**config.mk**
```make
export PLATFORM = sky130hd
export DESIGN_NAME = pipe_stage_reg
export DESIGN_NICKNAME = d
export VERILOG_FILES = /design/src/rtl/cpu_pipe_pkg.sv /design/src/rtl/pipe_stall_counter.sv /design/src/rtl/pipe_stage_reg.sv
export SDC_FILE = /design/constraint.sdc
export NUM_CORES = 1
export LEC_CHECK = 0
export CAP_MARGIN = 20
export CORE_MARGIN = 4
export CORE_UTILIZATION = 57
export CTS_BUF_LIST = sky130_fd_sc_hd__clkbuf_2
export DETAILED_ROUTE_END_ITERATION = 12
export PLACE_DENSITY = 0.88
export SLEW_MARGIN = 20
export SYNTH_ARGS = -nofsm -noshare
export SYNTH_HDL_FRONTEND = slang
export SYNTH_HIERARCHICAL = 1
export SYNTH_SLANG_ARGS = --single-unit
```
**constraint.sdc**
```tcl
create_clock -name clk -period 4.7 [get_ports clk]
set_clock_uncertainty 0.15 [all_clocks]
set_input_delay 1.175 -clock clk [delete_from_list [all_inputs] [get_ports clk]]
set_output_delay 1.175 -clock clk [all_outputs]
set_load 0.05 [all_outputs]
```
**src/rtl/cpu_pipe_pkg.sv**
```systemverilog
// Shared pipeline types: per-stage payload structs, stall source indices and
// the handshake state encoding used by pipe_stage_reg.
package cpu_pipe_pkg;

  localparam int STALL_DM      = 0;
  localparam int STALL_WFI     = 1;
  localparam int NUM_STALL_SRC = 2;

  // Encoding is {main valid, skid valid} so the bits drive outputs directly.
  typedef enum logic [1:0] {
    ST_EMPTY = 2'b00,
    ST_ONE   = 2'b10,
    ST_FULL  = 2'b11
  } pipe_state_e;

  typedef struct packed {
    logic [31:0] pc;
    logic [31:0] instr;
  } if_id_payload_t;

  typedef struct packed {
    logic [31:0] result;
    logic [4:0]  rd;
    logic        we;
  } mem_wb_payload_t;

  function automatic logic [NUM_STALL_SRC-1:0] stall_vec(input logic dm_wait,
                                                         input logic wfi);
    logic [NUM_STALL_SRC-1:0] v;
    v            = '0;
    v[STALL_DM]  = dm_wait;
    v[STALL_WFI] = wfi;
    return v;
  endfunction

endpackage

```
**src/rtl/pipe_stall_counter.sv**
```systemverilog
// Saturating event counter with synchronous clear; clear wins over increment.
// Count updates one cycle after i_inc/i_clr.
module pipe_stall_counter #(
  parameter int CNT_W = 16
) (
  input  logic             clk,
  input  logic             rst,
  input  logic             i_clr,
  input  logic             i_inc,
  output logic [CNT_W-1:0] o_cnt
);

  logic [CNT_W-1:0] cnt_q, cnt_d;

  always_comb begin
    cnt_d = cnt_q;
    if (i_clr) begin
      cnt_d = '0;
    end else if (i_inc && (cnt_q != {CNT_W{1'b1}})) begin
      cnt_d = cnt_q + CNT_W'(1);
    end
  end

  always_ff @(posedge clk or posedge rst) begin
    if (rst) cnt_q <= '0;
    else     cnt_q <= cnt_d;
  end

  assign o_cnt = cnt_q;

endmodule

```
**src/rtl/pipe_stage_reg.sv**
```systemverilog
// Valid/ready pipeline register with optional skid entry, stall inputs and flush.
// One-cycle latency; SKID=1 keeps ready registered, SKID=0 ready depends on downstream.
module pipe_stage_reg
  import cpu_pipe_pkg::*;
#(
  parameter int DATA_W         = 32,
  parameter int NUM_STALL      = 2,
  parameter int SKID           = 1,
  parameter int CNT_W          = 16,
  parameter int CLEAR_ON_FLUSH = 0
) (
  input  logic                 clk,
  input  logic                 rst,
  input  logic                 i_valid,
  input  logic [DATA_W-1:0]    i_data,
  output logic                 o_in_ready,
  output logic                 o_valid,
  output logic [DATA_W-1:0]    o_data,
  input  logic                 i_out_ready,
  input  logic [NUM_STALL-1:0] i_stall,
  input  logic                 i_flush,
  input  logic                 i_cnt_clr,
  output logic [CNT_W-1:0]     o_stall_cnt
);

  pipe_state_e       state_q, state_d;
  logic [DATA_W-1:0] main_q, main_d;
  logic [DATA_W-1:0] skid_q, skid_d;

  logic stall_any, rdy_eff, out_fire, in_fire, skid_vld;

  assign stall_any = |i_stall;
  assign rdy_eff   = i_out_ready & ~stall_any;
  assign o_valid   = state_q[1];
  assign skid_vld  = state_q[0];
  assign out_fire  = o_valid & rdy_eff;
  assign in_fire   = i_valid & o_in_ready;

  // Ready is forced high during flush so upstream never waits on a dying stage.
  always_comb begin
    o_in_ready = 1'b1;
    if (!i_flush) begin
      if (SKID != 0) o_in_ready = ~skid_vld;
      else           o_in_ready = ~o_valid | rdy_eff;
    end
  end

  always_comb begin
    state_d = state_q;
    main_d  = main_q;
    skid_d  = skid_q;
    if (i_flush) begin
      state_d = ST_EMPTY;
      if (CLEAR_ON_FLUSH != 0) begin
        main_d = '0;
        skid_d = '0;
      end
    end else begin
      case (state_q)
        ST_EMPTY: begin
          if (in_fire) begin
            state_d = ST_ONE;
            main_d  = i_data;
          end
        end
        ST_ONE: begin
          if (in_fire && out_fire) begin
            main_d = i_data;
          end else if (in_fire) begin
            // Only reachable with SKID=1; SKID=0 accepts only while draining.
            state_d = ST_FULL;
            skid_d  = i_data;
          end else if (out_fire) begin
            state_d = ST_EMPTY;
          end
        end
        ST_FULL: begin
          if (out_fire) begin
            state_d = ST_ONE;
            main_d  = skid_q;
          end
        end
        default: state_d = ST_EMPTY;
      endcase
    end
  end

  always_ff @(posedge clk or posedge rst) begin
    if (rst) begin
      state_q <= ST_EMPTY;
      main_q  <= '0;
      skid_q  <= '0;
    end else begin
      state_q <= state_d;
      main_q  <= main_d;
      skid_q  <= skid_d;
    end
  end

  assign o_data = main_q;

  pipe_stall_counter #(
    .CNT_W(CNT_W)
  ) u_stall_cnt (
    .clk  (clk),
    .rst  (rst),
    .i_clr(i_cnt_clr),
    .i_inc(o_valid & ~rdy_eff & ~i_flush),
    .o_cnt(o_stall_cnt)
  );

endmodule

```
Word level (Yosys, flattened, before mapping)
Cells that the tools add are included.
{ "totals": {"regBits": 82, "latchBits": 0, "mem_bits_rw": 0, "mem_bits_ro": 0, "out_inout_bits": 50, "wordCells": 48, "mem_count": 0} }
{ "classes": {"addsub": 1, "n_mul": 0, "div_mod_pow": 0, "order_cmp": 0, "n_eq_ne": 10, "shifts": 0, "mux": 14, "bitwise": 10, "n_reduce_logical": 9} }
{ "ops": {"columns": ["cell", "count"], "rows": [
  ["32-bit two-way mux", 3],
  ["32-bit case mux with 3 select lines", 1],
  ["16-bit two-way mux", 2],
  ["16-bit by 1-bit adder with 16-bit output (second input constant)", 1],
  ["16-bit != test (second input constant)", 1],
  ["2-bit two-way mux", 6],
  ["3-bit != test (second input constant)", 3],
  ["4-bit AND reduction", 2],
  ["2-bit != test (second input constant)", 3],
  ["2-bit case mux with 3 select lines", 1],
  ["1-bit AND", 5],
  ["1-bit inverter", 5],
  ["5-bit AND reduction", 1],
  ["2-bit equality test (second input constant)", 2],
  ["4-bit != test (second input constant)", 1],
  ["3-bit nonzero test", 1],
  ["1-bit logical AND", 2],
  ["2-bit zero test", 1],
  ["2-bit nonzero test", 1],
  ["2-bit OR reduction", 1],
  ["1-bit two-way mux", 1]
]} }

Longest topological paths before layout
Gate-level depths: netlist of run 1.
{ "depth": {"word_depth": 9, "ltp_mapped": 7, "depth_no_buf": 6} }

Cells and area by module
The synthesis of run 1 kept the hierarchy.
{ "modules_own_cells": {"columns": ["module", "instances", "cells_each", "area_per_inst_um2"], "rows": [
  ["pipe_stage_reg", 1, 202, 3319.4],
  ["pipe_stall_counter", 1, 101, 932.1]
]} }

Worst setup path after synthesis of run 1
Ideal clock, no wire load.
{ "synth_timing": {"path_type": "input to register", "start": "in i_flush", "end": "reg u_stall_cnt.cnt_q[13], in the netlist u_stall_cnt/o_cnt[13]", "setup_ns": 0.078, "t_arrival_ns": 2.770, "required_time_ns": 4.472, "slack_ns": 1.703, "path_stages": 7, "n_path_buf": 1, "path_cell_list": "nand2b_1 > a21oi_1 > clkbuf_2 > nand3_1 > or4_4 > or4_1 > a21oi_1"} }
{ "synth_via": {"elab_chain_cells": 4} }
{ "synth_lines": {"columns": ["element", "line", "source"], "rows": [
  ["from (decl)", "pipe_stage_reg.sv:21", "input logic i_flush,"],
  ["1-bit inverter (no source line)", null, null],
  ["1-bit AND", "pipe_stage_reg.sv:108", ".i_inc(o_valid & ~rdy_eff & ~i_flush),"],
  ["1-bit logical AND", "pipe_stall_counter.sv:19", "end else if (i_inc && (cnt_q != {CNT_W{1'b1}})) begin"],
  ["2-bit nonzero test (no source line)", null, null],
  ["to (signal assigned)", "pipe_stall_counter.sv:26", "else cnt_q <= cnt_d;"],
  ["to (decl)", "pipe_stall_counter.sv:13", "logic [CNT_W-1:0] cnt_q, cnt_d;"]
]} }
Every way passes these cells.
A chain may end at the register's enable or synchronous reset.

Worst setup path in the final report of run 1
{ "layout_timing": {"start": "in i_flush", "end": "out o_in_ready"} }
{ "layout_via": {"elab_chain_cells": 1} }
{ "layout_lines": {"columns": ["element", "line", "source"], "rows": [
  ["1-bit two-way mux", "pipe_stage_reg.sv:42", "if (!i_flush) begin"],
  ["to (decl)", "pipe_stage_reg.sv:16", "output logic o_in_ready,"]
]} }
Every way passes these cells.

==> impl_results.html, run 1 <==
<table>
<tr><th>Metric</th><th>Value</th></tr>
<tr><th colspan="2">Run status</th></tr>
<tr><td>Result of the run</td><td>completed</td></tr>
<tr><th colspan="2">Clock tree</th></tr>
<tr><td>CTS tree</td><td>done</td></tr>
<tr><td>Worst-skew pair later-pin latency</td><td>530 ps</td></tr>
<tr><td>Post-CTS setup-driven buffer insertion count</td><td>0</td></tr>
<tr><td>Number of H-tree branching levels</td><td>3</td></tr>
<tr><td>Clock Sinks</td><td>82</td></tr>
<tr><td>Root cell of the clock tree</td><td>sky130_fd_sc_hd__clkbuf_2</td></tr>
<tr><td>Clock buffer depth</td><td>2</td></tr>
<tr><td>Clk pin slew, worst setup/hold paths</td><td>230 ps</td></tr>
<tr><td>CTS Hold Buffers Added</td><td>0</td></tr>
<tr><td>Cts bufs inserted</td><td>9</td></tr>
<tr><td>Post-CTS sizing</td><td>0</td></tr>
<tr><th colspan="2">Power and ir drop</th></tr>
<tr><td>Static Leakage</td><td>2.30 nW</td></tr>
<tr><td>Power density normalized to cell area</td><td>605 nW/um^2</td></tr>
<tr><td>Final Total Pwr</td><td>0.00322 W</td></tr>
<tr><td>Maximum vdd drop</td><td>0.545 mV</td></tr>
<tr><th colspan="2">Die</th></tr>
<tr><td>Die outline area</td><td>8900 sq um</td></tr>
<tr><td>Initial core utilization</td><td>58.6%</td></tr>
<tr><td>Die height</td><td>94.4 microns</td></tr>
<tr><td>Num rows</td><td>31</td></tr>
<tr><td>Placeable core region</td><td>7250 sq um</td></tr>
<tr><td>Io pins</td><td>90</td></tr>
<tr><td>Horizontal die dimension</td><td>94.4 microns</td></tr>
<tr><th colspan="2">Placed design</th></tr>
<tr><td>GP Congestion</td><td>0.816</td></tr>
<tr><td>Worst slack, placed</td><td>413 ps</td></tr>
<tr><td>Port Buffer Count</td><td>89</td></tr>
<tr><td>Number of cells in the design after placement</td><td>480</td></tr>
<tr><td>Detailed-placement wirelength estimate</td><td>6180 microns</td></tr>
<tr><th colspan="2">Detailed routing</th></tr>
<tr><td>Detailed-route wire length</td><td>9000 microns</td></tr>
<tr><td>Remaining antenna violation count</td><td>0</td></tr>
<tr><td>Routed WL per cell</td><td>18.2 microns</td></tr>
<tr><td>DR vias</td><td>2794</td></tr>
<tr><td>Ratio of routed vias to standard cells</td><td>5.63</td></tr>
<tr><td>Total DRC errors in the routed layout</td><td>0</td></tr>
<tr><td>Number of optimization iterations in the first detailed-route pass</td><td>4</td></tr>
<tr><td>Iter 0 DRT Violations</td><td>141</td></tr>
<tr><th colspan="2">Final layout</th></tr>
<tr><td>Area growth, synth to finish</td><td>25.3%</td></tr>
<tr><td>NumNets Final</td><td>437</td></tr>
<tr><td>Number of diodes</td><td>0</td></tr>
<tr><td>Area taken by flip-flops and latches</td><td>2050 sq um</td></tr>
<tr><td>Post-layout instance count excluding filler cells</td><td>496</td></tr>
<tr><td>Area of the multi-input gates</td><td>2050 sq um</td></tr>
<tr><td>Count of filler cells inserted in the layout</td><td>486</td></tr>
<tr><td>Proportion of layout cells with a drive suffix above 1</td><td>33.0%</td></tr>
<tr><th colspan="2">Yosys</th></tr>
<tr><td>Number of synthesized flops with an enable pin</td><td>0</td></tr>
<tr><td>YS warnings</td><td>6</td></tr>
<tr><td>Post-synthesis cell area</td><td>4250 sq um</td></tr>
<tr><td>Post-synthesis area per instance</td><td>14.0 sq um</td></tr>
<tr><td>Part of the Yosys area used for sequential elements</td><td>48.3%</td></tr>
<tr><td>Async set-reset flop share out of synthesis</td><td>100%</td></tr>
<tr><td>Nets in the synthesized netlist</td><td>348</td></tr>
<tr><td>Register bit count reported by yosys</td><td>82</td></tr>
<tr><td>Count of different cell masters after synthesis</td><td>42</td></tr>
<tr><td>Synth Flop Type</td><td>sky130_fd_sc_hd__dfrtp_1</td></tr>
<tr><td>Synthesized instance count</td><td>303</td></tr>
<tr><th colspan="2">GRT</th></tr>
<tr><td>Maximum number of pins on one net before global-route repair</td><td>42</td></tr>
<tr><td>Tot GR Track Use</td><td>21.0%</td></tr>
<tr><td>Number of global-route vias before repair</td><td>2892</td></tr>
<tr><td>Initial antenna violation count</td><td>0</td></tr>
<tr><td>Remaining Overflow, GRT</td><td>0</td></tr>
<tr><td>Wire length of the first global-routing pass</td><td>14400 microns</td></tr>
<tr><th colspan="2">Timing</th></tr>
<tr><td>Share of the cycle needed by the critical path after routing</td><td>91.5%</td></tr>
<tr><td>Max frequency</td><td>0.233 GHz</td></tr>
<tr><td>Smallest hold slack</td><td>388 ps</td></tr>
<tr><td>Slew at the pin closest to its max-slew limit</td><td>1060 ps</td></tr>
<tr><td>Number of setup violations in the final report</td><td>0</td></tr>
<tr><td>Unrepaired setup endpoints after global routing</td><td>no</td></tr>
<tr><td>Slack of the critical path</td><td>399 ps</td></tr>
<tr><td>Total negative setup slack</td><td>0 ps</td></tr>
<tr><td>Max_slew headroom</td><td>29.6%</td></tr>
<tr><td>Post-layout min period</td><td>4300 ps</td></tr>
<tr><td>Final hold violation count</td><td>0</td></tr>
<tr><td>Final count of pins violating max slew</td><td>0</td></tr>
<tr><th colspan="2">Setup path</th></tr>
<tr><td>Crit. End Element</td><td>output pin</td></tr>
<tr><td>Critical Path Fanout Max</td><td>7</td></tr>
<tr><td>Type of the setup path with the least slack</td><td>in2out</td></tr>
<tr><td>Crit-path max cell delay</td><td>870 ps</td></tr>
<tr><td>Required @ worst endpoint</td><td>3380 ps</td></tr>
<tr><td>Worst-case register-to-register setup slack</td><td>2190 ps</td></tr>
<tr><td>List of cells traversed by the critical path</td><td>clkdlybuf4s50_1 &gt; nand2b_1 &gt; clkdlybuf4s50_1</td></tr>
<tr><td>Worst-path cell with the longest stage delay</td><td>sky130_fd_sc_hd__clkdlybuf4s50_1</td></tr>
<tr><td>Reg2Reg Depth</td><td>6</td></tr>
<tr><td>R2R Path End</td><td>o_data[31]$_DFFE_PP0P_</td></tr>
<tr><td>Critical Path Start Type</td><td>input port</td></tr>
<tr><td>Cell mode on critical path</td><td>sky130_fd_sc_hd__clkdlybuf4s50_1</td></tr>
<tr><td>Crit path arrival time</td><td>2980 ps</td></tr>
<tr><td>Startpoint of the worst register-to-register path</td><td>state_q[0]$_DFFE_PP0P_</td></tr>
<tr><th colspan="2">Hold path</th></tr>
<tr><td>Launch instance of the worst min-delay path</td><td>o_data[17]$_DFFE_PP0P_</td></tr>
<tr><td>WHS Path Cells</td><td>1</td></tr>
<tr><td>Min-Delay Path Class</td><td>reg2reg</td></tr>
<tr><td>Worst Hold End</td><td>o_data[17]$_DFFE_PP0P_</td></tr>
<tr><th colspan="2">Job</th></tr>
<tr><td>Max-cap check violation count</td><td>0</td></tr>
</table>
critical path: cells and delay by family:
family | cells | cell delay [ps]
buffers and inverters | 2 | 1460
and+or+nand+nor | 1 | 340
cell families (layout without fill, tap and decap cells):
logic type | after synthesis | after routing | synth area share, %
flops | 82 | 82 | 48.3
fa+ha+maj | 5 | 5 | 1.47
simple gates | 59 | 59 | 9.12
mux | 101 | 101 | 32.0
compound gates | 33 | 33 | 5.65
buf+inv | 23 | 117 | 3.53
metal layers:
metal | share of wire, % | GRT usage (%)
met5 | 0 | 0
met4 | 1.3 | 7.58
met3 | 4.4 | 3.43
met2 | 50 | 35.9
met1 | 45 | 27.0
power by group:
| group | total (W) | internal, W | switching, W | leakage [nW] |
|---|---|---|---|---|
| sequential | 0.00118 | 0.000991 | 0.000188 | 1.01 |
| clock | 0.000440 | 0.000182 | 0.000258 | 0.0844 |
| combinational | 0.00160 | 0.000771 | 0.000832 | 1.20 |
| total | 0.00322 | 0.00194 | 0.00128 | 2.30 |
worst max-delay path by stage:
stage | start | endpoint | cells after the start
global placement | i_flush | o_in_ready | 3
detailed placement | i_flush | o_in_ready | 3
floorplan | i_flush | u_stall_cnt/o_cnt[13]$_DFFE_PP0P_ | 7
global route | i_flush | o_in_ready | 3
finish | i_flush | o_in_ready | 3
CTS | i_flush | o_in_ready | 3
flip-flops by register name, indices dropped and copies added (netlist names):
register,flops
o_data,32
skid_q,32
u_stall_cnt/o_cnt,16
state_q,2
stage by stage:
step / cell area, sq um / utilization [%]
after global routing: 5330 / 73.5
final: 5330 / 73.5
after detailed placement: 5180 / 71.4
after floorplan: 4250 / -
after CTS: 5330 / 73.5
after global placement: 5180 / 71.4
synth_stat cells (5+ instances only):
| cell | n | share of area [%] |
|---|---|---|
| sky130_fd_sc_hd__dfrtp_1 | 82 | 48 |
| sky130_fd_sc_hd__mux2_4 | 60 | 21 |
| sky130_fd_sc_hd__mux2_2 | 38 | 10 |
| sky130_fd_sc_hd__a21oi_1 | 13 | 1.5 |
| sky130_fd_sc_hd__or3_1 | 8 | 1.2 |
| sky130_fd_sc_hd__buf_6 | 7 | 1.9 |
| sky130_fd_sc_hd__inv_1 | 7 | 0.62 |
| sky130_fd_sc_hd__nand3_1 | 7 | 0.82 |
| sky130_fd_sc_hd__nand2_1 | 6 | 0.53 |
| sky130_fd_sc_hd__or4_1 | 6 | 1.1 |
| sky130_fd_sc_hd__clkbuf_1 | 5 | 0.44 |
| sky130_fd_sc_hd__ha_1 | 5 | 1.5 |
| sky130_fd_sc_hd__nor2_1 | 5 | 0.44 |
| sky130_fd_sc_hd__o21ai_0 | 5 | 0.59 |
| sky130_fd_sc_hd__o31ai_1 | 5 | 0.88 |
layout by cell type, fill, tap and decap left out, types with 2 or more instances in the layout:
cell type / count
sky130_fd_sc_hd__dfrtp_1: 82
sky130_fd_sc_hd__o41ai_1: 2
sky130_fd_sc_hd__nor3_1: 4
sky130_fd_sc_hd__mux2i_1: 3
sky130_fd_sc_hd__a21oi_1: 13
sky130_fd_sc_hd__nand2b_1: 4
sky130_fd_sc_hd__o31ai_1: 5
sky130_fd_sc_hd__or4_1: 6
sky130_fd_sc_hd__mux2_2: 38
sky130_fd_sc_hd__nor2b_1: 3
sky130_fd_sc_hd__a21boi_0: 2
sky130_fd_sc_hd__ha_1: 5
sky130_fd_sc_hd__or3_2: 2
sky130_fd_sc_hd__inv_1: 6
sky130_fd_sc_hd__nand2_1: 6
sky130_fd_sc_hd__o21ai_0: 5
sky130_fd_sc_hd__nor4_1: 3
sky130_fd_sc_hd__nand4_1: 4
sky130_fd_sc_hd__buf_4: 5
sky130_fd_sc_hd__clkdlybuf4s50_1: 89
sky130_fd_sc_hd__clkbuf_2: 9
sky130_fd_sc_hd__bufinv_16: 2
sky130_fd_sc_hd__nor2_1: 5
sky130_fd_sc_hd__nand3_1: 7
sky130_fd_sc_hd__mux2_4: 60
sky130_fd_sc_hd__or3_1: 7
cell type report:
type                            instances  area share, %
Sequential cell                        82           38.5
Multi-Input combinational cell        198           38.5
Timing Repair Buffer                   94           17.4
Tap cell                               99           2.33
Clock inverter                          7           1.90
Clock buffer                            9          0.845
Inverter                                7          0.493
Note: power is estimated with default switching activity, not from simulation.
==> inputs of run 2 (changes only) <==
--- a/constraint.sdc
+++ b/constraint.sdc
@@ -3,3 +3,3 @@
 set_input_delay 1.175 -clock clk [delete_from_list [all_inputs] [get_ports clk]]
 set_output_delay 1.175 -clock clk [all_outputs]
-set_load 0.05 [all_outputs]
+set_load 0.005 [all_outputs]
==> impl_results.html, run 2 (same netlist as run 1, synthesis figures left out) <==
<table>
<tr><th>Metric</th><th>Value</th></tr>
<tr><th colspan="2">Hold path</th></tr>
<tr><td>Min-Delay Path Class</td><td>reg2reg</td></tr>
<tr><td>Launch instance of the worst min-delay path</td><td>skid_q[1]$_DFFE_PP0P_</td></tr>
<tr><th colspan="2">GRT</th></tr>
<tr><td>Remaining Overflow, GRT</td><td>0 (unchanged)</td></tr>
<tr><td>Tot GR Track Use</td><td>21.1% (+0.076 points)</td></tr>
<tr><td>Initial antenna violation count</td><td>0 (unchanged)</td></tr>
<tr><td>Wire length of the first global-routing pass</td><td>14500 microns (+0.28%)</td></tr>
<tr><td>Number of global-route vias before repair</td><td>2879 (-0.45%)</td></tr>
<tr><td>Maximum number of pins on one net before global-route repair</td><td>36 (-14%)</td></tr>
<tr><th colspan="2">Timing</th></tr>
<tr><td>Final hold violation count</td><td>0 (unchanged)</td></tr>
<tr><td>Total negative setup slack</td><td>0 ps (unchanged)</td></tr>
<tr><td>Post-layout min period</td><td>4010 ps (-293 ps)</td></tr>
<tr><td>Number of setup violations in the final report</td><td>0 (unchanged)</td></tr>
<tr><td>Max frequency</td><td>0.250 GHz (+7.3%)</td></tr>
<tr><td>Unrepaired setup endpoints after global routing</td><td>no</td></tr>
<tr><td>Final count of pins violating max slew</td><td>0 (unchanged)</td></tr>
<tr><td>Slew at the pin closest to its max-slew limit</td><td>1060 ps (+4.08 ps)</td></tr>
<tr><td>Share of the cycle needed by the critical path after routing</td><td>85.3% (-6.2 points)</td></tr>
<tr><td>Max_slew headroom</td><td>29.4% (-0.27 points)</td></tr>
<tr><th colspan="2">Final layout</th></tr>
<tr><td>Area growth, synth to finish</td><td>24.7%</td></tr>
<tr><td>Most frequent cells in the layout</td><td>sky130_fd_sc_hd__clkdlybuf4s50_1, sky130_fd_sc_hd__dfrtp_1, sky130_fd_sc_hd__mux2_4, sky130_fd_sc_hd__mux2_2, sky130_fd_sc_hd__a21oi_1</td></tr>
<tr><td>Util after Layout</td><td>73.1% (-0.36 points)</td></tr>
<tr><td>Area of the multi-input gates</td><td>2050 sq um (unchanged)</td></tr>
<tr><td>Proportion of layout cells with a drive suffix above 1</td><td>32.8% (-0.17 points)</td></tr>
<tr><td>NumNets Final</td><td>436 (-0.23%)</td></tr>
<tr><td>Leading cell type in the layout, fill and taps excluded</td><td>sky130_fd_sc_hd__clkdlybuf4s50_1</td></tr>
<tr><td>Count of filler cells inserted in the layout</td><td>487 (+0.21%)</td></tr>
<tr><td>Number of diodes</td><td>0 (unchanged)</td></tr>
<tr><td>Area taken by flip-flops and latches</td><td>2050 sq um (unchanged)</td></tr>
<tr><th colspan="2">Detailed routing</th></tr>
<tr><td>Total DRC errors in the routed layout</td><td>0 (unchanged)</td></tr>
<tr><td>Ratio of routed vias to standard cells</td><td>5.71 (+1.3%)</td></tr>
<tr><td>Remaining antenna violation count</td><td>0 (unchanged)</td></tr>
<tr><td>DR vias</td><td>2824 (+1.1%)</td></tr>
<tr><td>Routed WL per cell</td><td>18.3 microns (+0.90%)</td></tr>
<tr><td>Detailed-route wire length</td><td>9070 microns (+0.70%)</td></tr>
<tr><td>Iter 0 DRT Violations</td><td>122 (-13%)</td></tr>
<tr><td>Number of optimization iterations in the first detailed-route pass</td><td>4 (unchanged)</td></tr>
<tr><th colspan="2">Setup path</th></tr>
<tr><td>Crit path capture</td><td>o_in_ready</td></tr>
<tr><td>R2R Path End</td><td>o_data[17]$_DFFE_PP0P_</td></tr>
<tr><td>Critical Path Source</td><td>i_flush</td></tr>
<tr><td>Startpoint of the worst register-to-register path</td><td>state_q[0]$_DFFE_PP0P_</td></tr>
<tr><td>Critical Path Start Type</td><td>input port</td></tr>
<tr><td>Worst-case register-to-register setup slack</td><td>2140 ps (-50 ps)</td></tr>
<tr><td>Critical Path Fanout Max</td><td>7 (unchanged)</td></tr>
<tr><td>Crit. End Element</td><td>output pin</td></tr>
<tr><td>Reg2Reg Depth</td><td>6 (unchanged)</td></tr>
<tr><td>Required @ worst endpoint</td><td>3380 ps (about the same)</td></tr>
<tr><td>Type of the setup path with the least slack</td><td>in2out</td></tr>
<tr><td>Crit path arrival time</td><td>2680 ps (-300 ps)</td></tr>
<tr><th colspan="2">Power and ir drop</th></tr>
<tr><td>Part of the power in registers</td><td>44.1% (+7.5 points)</td></tr>
<tr><td>Logic pwr share</td><td>40.7% (-9.1 points)</td></tr>
<tr><td>Int Power</td><td>0.00190 W (-2.5%)</td></tr>
<tr><td>Switching Share</td><td>29.0% (-11 points)</td></tr>
<tr><td>Static Leakage</td><td>2.29 nW (-0.48%)</td></tr>
<tr><td>Power density normalized to cell area</td><td>504 nW/um^2 (-17%)</td></tr>
<tr><td>Final Total Pwr</td><td>0.00267 W (-17%)</td></tr>
<tr><td>Switching pwr</td><td>0.000774 W (-39%)</td></tr>
<tr><td>Clk network pwr share</td><td>15.2% (+1.6 points)</td></tr>
<tr><td>Maximum vdd drop</td><td>0.336 mV (-38%)</td></tr>
<tr><th colspan="2">Clock tree</th></tr>
<tr><td>Worst-skew pair later-pin latency</td><td>520 ps (about the same)</td></tr>
<tr><td>Clock buffer depth</td><td>2 (unchanged)</td></tr>
<tr><td>Post-CTS setup-driven buffer insertion count</td><td>0 (unchanged)</td></tr>
<tr><td>Root cell of the clock tree</td><td>sky130_fd_sc_hd__clkbuf_2</td></tr>
<tr><td>Clk pin slew, worst setup/hold paths</td><td>240 ps (about the same)</td></tr>
<tr><td>CTS Hold Buffers Added</td><td>0 (unchanged)</td></tr>
<tr><td>Cts bufs inserted</td><td>9 (unchanged)</td></tr>
<tr><td>Post-CTS sizing</td><td>0 (unchanged)</td></tr>
<tr><td>Number of H-tree branching levels</td><td>3 (unchanged)</td></tr>
<tr><td>CTS tree</td><td>done</td></tr>
<tr><td>Clock Sinks</td><td>82 (unchanged)</td></tr>
<tr><th colspan="2">Die</th></tr>
<tr><td>Die outline area</td><td>8900 sq um (unchanged)</td></tr>
<tr><td>Placeable core region</td><td>7250 sq um (unchanged)</td></tr>
<tr><td>Num rows</td><td>31 (unchanged)</td></tr>
<tr><td>Horizontal die dimension</td><td>94.4 microns (unchanged)</td></tr>
<tr><td>Io pins</td><td>90 (unchanged)</td></tr>
<tr><td>Initial core utilization</td><td>58.6% (unchanged)</td></tr>
<tr><td>Die height</td><td>94.4 microns (unchanged)</td></tr>
<tr><th colspan="2">Placed design</th></tr>
<tr><td>Port Buffer Count</td><td>89 (unchanged)</td></tr>
<tr><td>Detailed-placement wirelength estimate</td><td>6280 microns (+1.7%)</td></tr>
<tr><td>GP Congestion</td><td>0.848 (+3.8%)</td></tr>
<tr><th colspan="2">Job</th></tr>
<tr><td>Max-cap check violation count</td><td>0 (unchanged)</td></tr>
<tr><th colspan="2">Run status</th></tr>
<tr><td>Result of the run</td><td>completed</td></tr>
</table>
run 2: cell types whose count changed in the layout (fill, tap and decap cells not counted):
cell | previous run | this run
sky130_fd_sc_hd__bufinv_16 | 2 | 1
sky130_fd_sc_hd__inv_6 | 1 | 5
sky130_fd_sc_hd__clkinv_2 | 1 | 0
sky130_fd_sc_hd__clkinvlp_4 | 1 | 0
sky130_fd_sc_hd__buf_4 | 5 | 4
sky130_fd_sc_hd__inv_8 | 1 | 0
run 2: power groups by stage:
stage          sequential [W]  combinational, W  clock [W]
6_report              0.00118           0.00109   0.000407
5_1_grt               0.00121           0.00116   0.000449
4_1_cts               0.00118           0.00110   0.000412
3_5_place_dp          0.00118           0.00110          0
3_3_place_gp          0.00117           0.00106          0
2_1_floorplan         0.00115          0.000675          0
run 2: layer usage:
metal / part of all wire, % / global-route usage (%) / up-vias
met5: 0 / 0 / -
met4: 1.0 / 6.50 / 0
met3: 5.2 / 4.46 / 9
met2: 50 / 34.5 / 96
met1: 43 / 28.3 / 1424
li1: - / - / 1295
run 2: cell type report:
type / count / share of cell area [%]
clock inverter: 7 / 1.56
inverter: 7 / 0.496
sequential: 82 / 38.7
multi-input combinational: 198 / 38.7
timing repair buffer: 93 / 17.4
clock buffer: 9 / 0.850
tap: 99 / 2.34
run 2: critical path, cell delays in order:
cell and delay (ps):
sky130_fd_sc_hd__clkdlybuf4s50_1 600, sky130_fd_sc_hd__nand2b_1 330, sky130_fd_sc_hd__clkdlybuf4s50_1 570
run 2: worst min path at each step:
stage / end / slack, ps / cells after the start
6_report: skid_q[1]$_DFFE_PP0P_ / 390 / 1
4_1_cts: skid_q[20]$_DFFE_PP0P_ / 390 / 1
3_5_place_dp: skid_q[3]$_DFFE_PP0P_ / 340 / 1
2_1_floorplan: skid_q[30]$_DFFE_PP0P_ / 320 / 1
3_3_place_gp: skid_q[30]$_DFFE_PP0P_ / 330 / 1
5_1_grt: skid_q[20]$_DFFE_PP0P_ / 400 / 1
run 2: through the flow:
| stage | std cells | hold slack [ps] | cell area [sq um] | setup WS, ps |
|---|---|---|---|---|
| 2_1_floorplan | 303 | 324 | 4250 | 1720 |
| 3_3_place_gp | 479 | 334 | 5170 | 756 |
| 3_5_place_dp | 479 | 337 | 5170 | 701 |
| 4_1_cts | 495 | 392 | 5300 | 688 |
| 5_1_grt | 495 | 402 | 5300 | 606 |
| 6_report | 495 | 390 | 5300 | 692 |
==> variant, RTL diff (config.mk and constraints of run 1) <==
`SKID`: 1 -> 0. Comments in the files are not updated.
--- a/src/rtl/pipe_stage_reg.sv
+++ b/src/rtl/pipe_stage_reg.sv
@@ -5,7 +5,7 @@
 #(
   parameter int DATA_W         = 32,
   parameter int NUM_STALL      = 2,
-  parameter int SKID           = 1,
+  parameter int SKID           = 0,
   parameter int CNT_W          = 16,
   parameter int CLEAR_ON_FLUSH = 0
 ) (
Formal check against the unedited RTL: not equivalent (Yosys sat finds a counterexample within 4 cycles, from zero or initial values and one cycle with rst high).
==> variant against run 1 <==
- area after synthesis fell by 3.6%
- sequential share of layout area rose by 1.2 points
- power fell by 6.0%
- via count rose by 1.3%
- global-route usage fell by 0.064 points
- cell area fell by 3.1%
- maximum frequency fell by 1.1%
- wire length fell by 3.1%
- sequential cell count did not move
- synthesized cell count rose by 0.99%
- worst setup slack got worse by 0.048 ns
- first-iteration DRC count fell by 13%
==> variant: results (changes against run 1) <==
- The switching power as a share of total power was 0.4188 (+0.02194).
- The run finished with clean final reports.
- The weighted congestion reported at the end of routability-driven placement was 0.8908 (+9.1%).
- The net count after synthesis was 351 (+0.86%).
- The maximum net fanout on the critical path is 4 (-3).
- The compound-gate portion of the synthesized area is 0.04977 (-0.006733).
- The hold-critical path endpoint is o_data[16]$_DFFE_PP0P_.
- The number of nets in the finished design came to 443 (+1.4%).
- The pin count of the biggest net entering global routing is 33 (-21%).
- The largest vdd supply drop came to 0.4876 mV (-10%).
- The post-detailed-placement cell area was 0.005069 sq mm (-2.2%).
- The worst setup slack for register-to-register paths is 1.96 ns (-0.23 ns).
- The area share of the largest cell type after synthesis is 0.5008 (+0.01813).
- The number of DRC markers after the initial detailed-route iteration is 123 (-13%).
- The hold path startpoint is o_data[16]$_DFFE_PP0P_.
- The wire length of the first global-routing pass is 14220 um (-1.4%).
- The delay of the slowest cell on the worst path is 0.82 ns (-0.05 ns).
- The count of different cell masters after synthesis is 38 (-9.5%).
- The via count of the first global-routing pass came to 2948 (+1.9%).
- The xor/xnor share of the synthesized area came to 0.002137 (+0.002137).
- The worst slew slack as a fraction of its limit is 0.5275 (+0.2311).
- The worst reg2reg path startpoint is state_q[1]$_DFFE_PP0P_.
- The worst setup slack before clock tree synthesis is 0.3556 ns (-0.05704 ns).
- The HPWL after detailed placement was 6349 um (+2.8%).
- The total vias in the final route is 2829 (+1.3%).
- The wire length per cell is 17.48 um (-3.7%).
- In the post-synthesis netlist, the biggest area contributors are dfrtp_1, mux2_2, mux2_4.
- The clock share of power is 0.105 (-0.031).
## variant: worst register-to-register path, stage by stage, from the launching register on
cell	delay (ns)
dfrtp_1	0.56
nor2b_1	0.29
nand2_1	0.14
inv_1	0.22
nand3_1	0.24
or4_4	0.51
or4_1	0.42
a21oi_1	0.15
## variant: layout make-up
class                           count  area, sq um
Fill cell                         475         1745
Clock inverter                      6        42.54
Tap cell                           96        120.1
Multi-Input combinational cell    199         1919
Sequential cell                    82         2052
Clock buffer                       10        50.05
Inverter                           11        41.29
Timing Repair Buffer               95        935.9
## variant: how the worst max path moves through the flow
| stage | cells past startpoint | endpoint | slack [ns] | startpoint |
|---|---|---|---|---|
| detailed placement | 4 | o_in_ready | 0.36 | i_out_ready |
| CTS | 4 | o_in_ready | 0.35 | i_out_ready |
| global placement | 4 | o_in_ready | 0.40 | i_out_ready |
| floorplan | 8 | u_stall_cnt/o_cnt[13]$_DFFE_PP0P_ | 1.29 | i_out_ready |
| finish | 4 | o_in_ready | 0.35 | i_out_ready |
| global route | 4 | o_in_ready | 0.32 | i_out_ready |
## variant: per-stage QoR
stage	std cells	util	hold slack [ns]	total power [mW]
final	499	0.7473	0.3843	3.029
after global routing	499	0.7473	0.4021	3.182
after CTS	499	0.7473	0.3858	3.056
after detailed placement	483	0.7339	0.3409	2.731
after global placement	483	0.7339	0.3337	2.683
after floorplan	306	-	0.3250	2.259
## variant: routing by layer
| layer | global-route usage | part of all wire | vias up |
|---|---|---|---|
| met5 | 0 | 0 | - |
| met4 | 0.07937 | 0.021 | 0 |
| met3 | 0.05037 | 0.058 | 17 |
| met2 | 0.3437 | 0.49 | 90 |
| met1 | 0.2687 | 0.43 | 1419 |
| li1 | - | - | 1303 |
